<file path="src/rtl/gpio_led_ctrl.sv">
// Memory-mapped LED/button peripheral: OUT/SET/CLR/TOG LED latch with hardware blink,
// debounced buttons with sticky rising-edge flags and a maskable level interrupt.
module gpio_led_ctrl #(
    parameter int NUM_LEDS        = 8,
    parameter int NUM_BTNS        = 1,
    parameter int DEBOUNCE_CYCLES = 16,
    parameter int BLINK_DIV_W     = 16
) (
    input  logic                original_clk,
    input  logic                rst,
    input  logic [2:0]          bus_addr,
    input  logic [31:0]         bus_wdata,
    input  logic                bus_we,
    input  logic                bus_re,
    output logic [31:0]         bus_rdata,
    output logic                bus_rvalid,
    input  logic [NUM_BTNS-1:0] btn,
    output logic [NUM_LEDS-1:0] leds,
    output logic                irq
);

    localparam int DB_W = (DEBOUNCE_CYCLES > 1) ? $clog2(DEBOUNCE_CYCLES) : 1;
    localparam logic [DB_W-1:0] DB_LAST = DB_W'(DEBOUNCE_CYCLES - 1);

    logic [NUM_LEDS-1:0]    out_q, out_d, blink_en_q, blink_en_d, leds_q;
    logic [BLINK_DIV_W-1:0] blink_div_q, blink_div_d, presc_q, presc_d;
    logic                   phase_q, phase_d;
    logic [NUM_BTNS-1:0]    meta_q, sync_q, stable_q, stable_d, edge_q, edge_d;
    logic [DB_W-1:0]        db_cnt_q [NUM_BTNS];
    logic [DB_W-1:0]        db_cnt_d [NUM_BTNS];
    logic                   irq_q, rvalid_q;
    logic [31:0]            rdata_q, rdata_d, edge_word_s;
    logic [NUM_BTNS-1:0]    irq_en_s, edge_clr_s;
    logic [NUM_LEDS-1:0]    wd_led_s;
    logic                   wr_edge_s;
    logic                   unused_s;

    assign wd_led_s   = bus_wdata[NUM_LEDS-1:0];
    assign wr_edge_s  = bus_we && (bus_addr == 3'd7);
    assign edge_clr_s = wr_edge_s ? bus_wdata[NUM_BTNS-1:0] : {NUM_BTNS{1'b0}};
    assign unused_s   = ^bus_wdata;

    // LED register file updates from bus writes
    always_comb begin
        out_d       = out_q;
        blink_en_d  = blink_en_q;
        blink_div_d = blink_div_q;
        if (bus_we) begin
            case (bus_addr)
                3'd0:    out_d       = wd_led_s;
                3'd1:    out_d       = out_q | wd_led_s;
                3'd2:    out_d       = out_q & ~wd_led_s;
                3'd3:    out_d       = out_q ^ wd_led_s;
                3'd4:    blink_en_d  = wd_led_s;
                3'd5:    blink_div_d = bus_wdata[BLINK_DIV_W-1:0];
                default: out_d       = out_q;
            endcase
        end else begin
            out_d = out_q;
        end
    end

    // Blink prescaler; a BLINK_DIV write restarts the count without touching the phase
    always_comb begin
        presc_d = presc_q;
        phase_d = phase_q;
        if (bus_we && (bus_addr == 3'd5)) begin
            presc_d = {BLINK_DIV_W{1'b0}};
        end else if (presc_q == blink_div_q) begin
            presc_d = {BLINK_DIV_W{1'b0}};
            phase_d = ~phase_q;
        end else begin
            presc_d = presc_q + BLINK_DIV_W'(1);
        end
    end

    // Per-button debounce: stable follows sync only after DEBOUNCE_CYCLES differing cycles
    always_comb begin
        stable_d = stable_q;
        db_cnt_d = db_cnt_q;
        for (int i = 0; i < NUM_BTNS; i++) begin
            if (sync_q[i] != stable_q[i]) begin
                if (db_cnt_q[i] == DB_LAST) begin
                    stable_d[i] = sync_q[i];
                    db_cnt_d[i] = {DB_W{1'b0}};
                end else begin
                    db_cnt_d[i] = db_cnt_q[i] + DB_W'(1);
                end
            end else begin
                db_cnt_d[i] = {DB_W{1'b0}};
            end
        end
        // A fresh rise beats a simultaneous W1C of the same bit
        edge_d = (edge_q & ~edge_clr_s) | (stable_d & ~stable_q);
    end

    // Read mux samples pre-write state, so a same-cycle write is not visible
    always_comb begin
        rdata_d = rdata_q;
        if (bus_re) begin
            case (bus_addr)
                3'd0:    rdata_d = 32'(out_q);
                3'd4:    rdata_d = 32'(blink_en_q);
                3'd5:    rdata_d = 32'(blink_div_q);
                3'd6:    rdata_d = 32'(stable_q);
                3'd7:    rdata_d = edge_word_s;
                default: rdata_d = 32'h0000_0000;
            endcase
        end else begin
            rdata_d = rdata_q;
        end
    end

    generate
        if (NUM_BTNS <= 16) begin : g_irq_en
            logic [NUM_BTNS-1:0] irq_en_q;
            // IRQ_EN lives in the upper half of the EDGE word
            always_ff @(posedge original_clk) begin
                if (!rst) begin
                    irq_en_q <= {NUM_BTNS{1'b0}};
                end else if (wr_edge_s) begin
                    irq_en_q <= bus_wdata[16 +: NUM_BTNS];
                end else begin
                    irq_en_q <= irq_en_q;
                end
            end
            assign irq_en_s    = irq_en_q;
            assign edge_word_s = {16'(irq_en_q), 16'(edge_q)};
        end else begin : g_no_irq_en
            assign irq_en_s    = {NUM_BTNS{1'b1}};
            assign edge_word_s = 32'(edge_q);
        end
    endgenerate

    // State registers with synchronous active-low reset
    always_ff @(posedge original_clk) begin
        if (!rst) begin
            out_q       <= {NUM_LEDS{1'b0}};
            blink_en_q  <= {NUM_LEDS{1'b0}};
            leds_q      <= {NUM_LEDS{1'b0}};
            blink_div_q <= {BLINK_DIV_W{1'b0}};
            presc_q     <= {BLINK_DIV_W{1'b0}};
            phase_q     <= 1'b0;
            meta_q      <= {NUM_BTNS{1'b0}};
            sync_q      <= {NUM_BTNS{1'b0}};
            stable_q    <= {NUM_BTNS{1'b0}};
            edge_q      <= {NUM_BTNS{1'b0}};
            for (int i = 0; i < NUM_BTNS; i++) begin
                db_cnt_q[i] <= {DB_W{1'b0}};
            end
            irq_q       <= 1'b0;
            rdata_q     <= 32'h0000_0000;
            rvalid_q    <= 1'b0;
        end else begin
            out_q       <= out_d;
            blink_en_q  <= blink_en_d;
            leds_q      <= out_q & (~blink_en_q | {NUM_LEDS{phase_q}});
            blink_div_q <= blink_div_d;
            presc_q     <= presc_d;
            phase_q     <= phase_d;
            meta_q      <= btn;
            sync_q      <= meta_q;
            stable_q    <= stable_d;
            edge_q      <= edge_d;
            db_cnt_q    <= db_cnt_d;
            irq_q       <= |(edge_q & irq_en_s);
            rdata_q     <= rdata_d;
            rvalid_q    <= bus_re;
        end
    end

    assign leds       = leds_q;
    assign irq        = irq_q;
    assign bus_rdata  = rdata_q;
    assign bus_rvalid = rvalid_q;

endmodule

</file>
<file path="config.mk">
export PLATFORM = sky130hd
export DESIGN_NAME = gpio_led_ctrl
export DESIGN_NICKNAME = d
export VERILOG_FILES = /design/src/rtl/gpio_led_ctrl.sv
export SDC_FILE = /design/constraint.sdc
export NUM_CORES = 1
export LEC_CHECK = 0
export CAP_MARGIN = 20
export CORE_ASPECT_RATIO = 1.4
export CORE_MARGIN = 2
export CORE_UTILIZATION = 52
export DETAILED_ROUTE_END_ITERATION = 12
export GPL_TIMING_DRIVEN = 0
export PLACE_DENSITY = 0.8
export SLEW_MARGIN = 25
export SYNTH_ARGS = -nofsm -noshare
export SYNTH_HDL_FRONTEND = slang
export SYNTH_SLANG_ARGS = --single-unit
</file>
<file path="constraint.sdc">
create_clock -name original_clk -period 1.5 [get_ports original_clk]
set_input_delay 0.3 -clock original_clk [delete_from_list [all_inputs] [get_ports original_clk]]
set_output_delay 0.3 -clock original_clk [all_outputs]
set_load 0.02 [all_outputs]
</file>
==> results of run 1 <==
where the power goes:
group / switching (mW) / total, mW / internal [mW] / leakage [nW]
sequential: 0.0549 / 2.37 / 2.32 / 0.694
clock: 0.853 / 1.80 / 0.945 / 0.100
combinational: 0.379 / 0.665 / 0.286 / 1.53
cells in the final DEF (no fill, tap or decap), types with 3 or more instances in the layout:
| cell | netlist | routed |
|---|---|---|
| dfxtp_2 | 0 | 11 |
| a22oi_1 | 8 | 8 |
| xnor2_1 | 8 | 8 |
| conb_1 | 1 | 15 |
| dlygate4sd2_1 | 0 | 30 |
| nand2_1 | 87 | 87 |
| mux2i_1 | 19 | 19 |
| o221ai_1 | 8 | 8 |
| nor4_2 | 1 | 3 |
| ha_1 | 18 | 18 |
| nand3_1 | 11 | 10 |
| clkdlybuf4s50_1 | 0 | 11 |
| nor2_1 | 28 | 26 |
| o21ai_0 | 9 | 9 |
| xor2_1 | 25 | 25 |
| dlymetal6s2s_1 | 0 | 7 |
| dfxtp_1 | 85 | 74 |
| a21oi_1 | 27 | 26 |
| buf_2 | 6 | 5 |
| clkbuf_2 | 0 | 3 |
| nor2b_1 | 34 | 34 |
| clkbuf_1 | 15 | 13 |
| and3_1 | 6 | 6 |
| and2_1 | 4 | 4 |
| buf_4 | 17 | 21 |
| nand4_1 | 5 | 5 |
| buf_6 | 2 | 5 |
| a21boi_1 | 25 | 25 |
| inv_1 | 19 | 19 |
| clkbuf_8 | 0 | 9 |
sequential cells by signal, indices dropped and copies added (netlist names), 4 cells and up:
| register | cells |
|---|---|
| blink_div_q | 16 |
| blink_en_q | 8 |
| bus_rdata | 17 |
| db_cnt_q | 4 |
| leds | 8 |
| out_q | 8 |
| presc_q | 16 |
synth_stat cells (all sizes together), types with 15 or more instances:
master / number
buf: 25
clkbuf: 15
nor2b: 34
xor2: 25
ha: 18
a21oi: 27
nor2: 28
a21boi: 27
mux2i: 19
inv: 20
dfxtp: 85
nand2: 87
metal layers:
layer	vias to the layer above	track usage
li1	1727	-
met2	138	0.4467
met3	36	0.03366
met4	0	0.1404
met1	1654	0.2723
met5	-	0
final cells by class:
cell class              count  area share
plain buffers              40     0.04903
clock buffers              11     0.02574
clock inverters             5     0.01643
inverters                  20     0.01471
multi-input cells         353      0.4329
flip-flops and latches     85      0.3361
well taps                 100     0.02452
repair buffers             54      0.1005
critical path: stages (launching register included):
cell and delay, ps:
dfxtp_2 350, xor2_1 170, nor4_2 300, nand4_1 170
buf_4 190, nand3_4 90, buf_6 140, nor2_1 40
metrics by stage:
step	hold slack [ps]	power [mW]	utilization	area, sq um	setup WS, ps
4_1_cts	361.6	4.820	0.6531	5061	-20.70
3_5_place_dp	429.1	3.016	0.6174	4785	-613.1
3_3_place_gp	418.8	2.996	0.6174	4785	-638.1
2_1_floorplan	411.9	2.803	-	4179	88.83
6_report	266.8	4.836	0.6585	5104	-72.64
5_1_grt	278.2	5.016	0.6585	5104	-178.5
timing repair:
action / 4_1_cts / 5_1_grt
setup buffers: 5 / 0
gates resized for setup: 53 / 14
hold buffers: 0 / 0
pin swaps: 10 / 3
endpoints found under the setup margin: 85 / 28
cloned: 1 / 0
path summary, 6_finish.rpt:
path,to,slack [ps],from
worst min-delay path,blink_en_q[1],270,bus_wdata[1]
worst min register to register,sync_q,450,meta_q
worst max-delay path,presc_q[4],-70,blink_div_q[12]
worst max register to register,presc_q[4],-70,blink_div_q[12]
kinds of logic (layout without fill, tap and decap cells):
| logic type | count (synthesis) | in the layout | synth area share |
|---|---|---|---|
| xor gates and xnor gates | 33 | 33 | 0.07004 |
| muxes | 19 | 19 | 0.04609 |
| AOI/OAI and AO/OA | 80 | 80 | 0.1264 |
| other | 1 | 15 | 0.0009088 |
| adders and majority gates | 18 | 18 | 0.05458 |
| and+or+nand+nor | 188 | 188 | 0.2141 |
| buffers and inverters | 60 | 130 | 0.07550 |
| DFF | 85 | 85 | 0.4124 |
==> summary.txt, run 1 <==
Max Used Layer = met4
Ports = 82
Total GRT Usage = 0.2458
post-route insts no fill = 668
first-pass GRT wire length = 16.41 mm
die area = 8674 sq um
clock latency on the worst-skew pair = 370 ps
DRT Pass-1 Iters = 4
Crit. End Element = register
register area = 1715 sq um
Final min period = 1573 ps
Area growth, synth to finish = 23.68%
count of unique library cells instantiated by Yosys = 34
TritonCTS clock tree = built
Netlist Area Pre-Place = 4126 sq um
Fmax = 635.9 MHz
sequential area share after synthesis = 0.4124
ANT nets after route = 0
Final Setup Violations = 17
footprint of the multi-input gates = 2210 sq um
Die H = 109.4 microns
initial DRC count = 168
WL met3 = 551 microns
Synth Flop Type = dfxtp_1
Slew Limit Fails = 0
Worst Path Max Fanout = 6
Hold Path Depth = 3
core area = 7750 sq um
post-synth top area share = 0.4124
CTS buffer count = 9
Diodes inserted = 0
CTS max path bufs = 2
fillers = 646
Final Cycle Share = 1.048
I/O Buffers = 48
# rows = 38
post-synth top area cell = dfxtp_1
CTS H-Tree Depth = 3
placed wire-length estimate = 7.243 mm
max_cap viols = 0
Post-synth ARST share = 0
width of the die = 79.29 microns
peak supply drop = 0.6896 mV
Clock transition at path regs = 90 ps
r2r worst-path depth = 7
Syn. warnings = 0
Layout Skew = 15.05 ps
largest cells by area after synthesis = dfxtp_1, nand2_1, ha_1
routability cong. = 0.8720
failing checks = negative setup slack
required time of the critical path = 1750 ps
Leakage = 2.329 nW
Hold WC Path Type = input port to register
initial antenna violation count = 0
syn avg cell area = 8.526 sq um
CP Launch Type = register
routed len/inst = 15.20 microns
met2 routed WL = 5.281 mm
Setup Crit Path Kind = register to register
Slew headroom = 0.5286
Sink Count = 85
starting density of the core = 0.5325
Layout Nets = 621
Fin Setup TNS = -942.4 ps
Worst Path Arrival = 1820 ps
Seq cells post-synth = 85
Pwr Density = 947.5 nW/um^2
setup slack after layout = -72.64 ps
DRT met1 WL = 3.898 mm
Final Hold Vio Count = 0
DRC = 0
largest net degree at the start of global routing = 15
layout cell share with drive strength beyond 1 = 0.1250
Via density = 5.322
RSZ-0062 raised after global routing = yes
vias in the first global route = 3493
status = complete, but fails checks
CTS root buffer = clkbuf_8
Least-Margin Pin Slew = 705.6 ps
drt total wl = 10.15 mm
placed cells = 646
Syn Inst Count = 484
EDFF count, synth = 0
routed vias = 3555
residual overflow from global routing = 0
(Power assumes the default switching activity.)
==> run 2, diff against run 1 <==
--- a/config.mk
+++ b/config.mk
@@ -9,6 +9,7 @@
 export CORE_ASPECT_RATIO = 1.4
 export CORE_MARGIN = 2
 export CORE_UTILIZATION = 52
+export CTS_CLUSTER_DIAMETER = 100
 export DETAILED_ROUTE_END_ITERATION = 12
 export GPL_TIMING_DRIVEN = 0
 export PLACE_DENSITY = 0.8
==> results of run 2 <==
The final DEF is identical to that of run 1; final timing and power are the same.
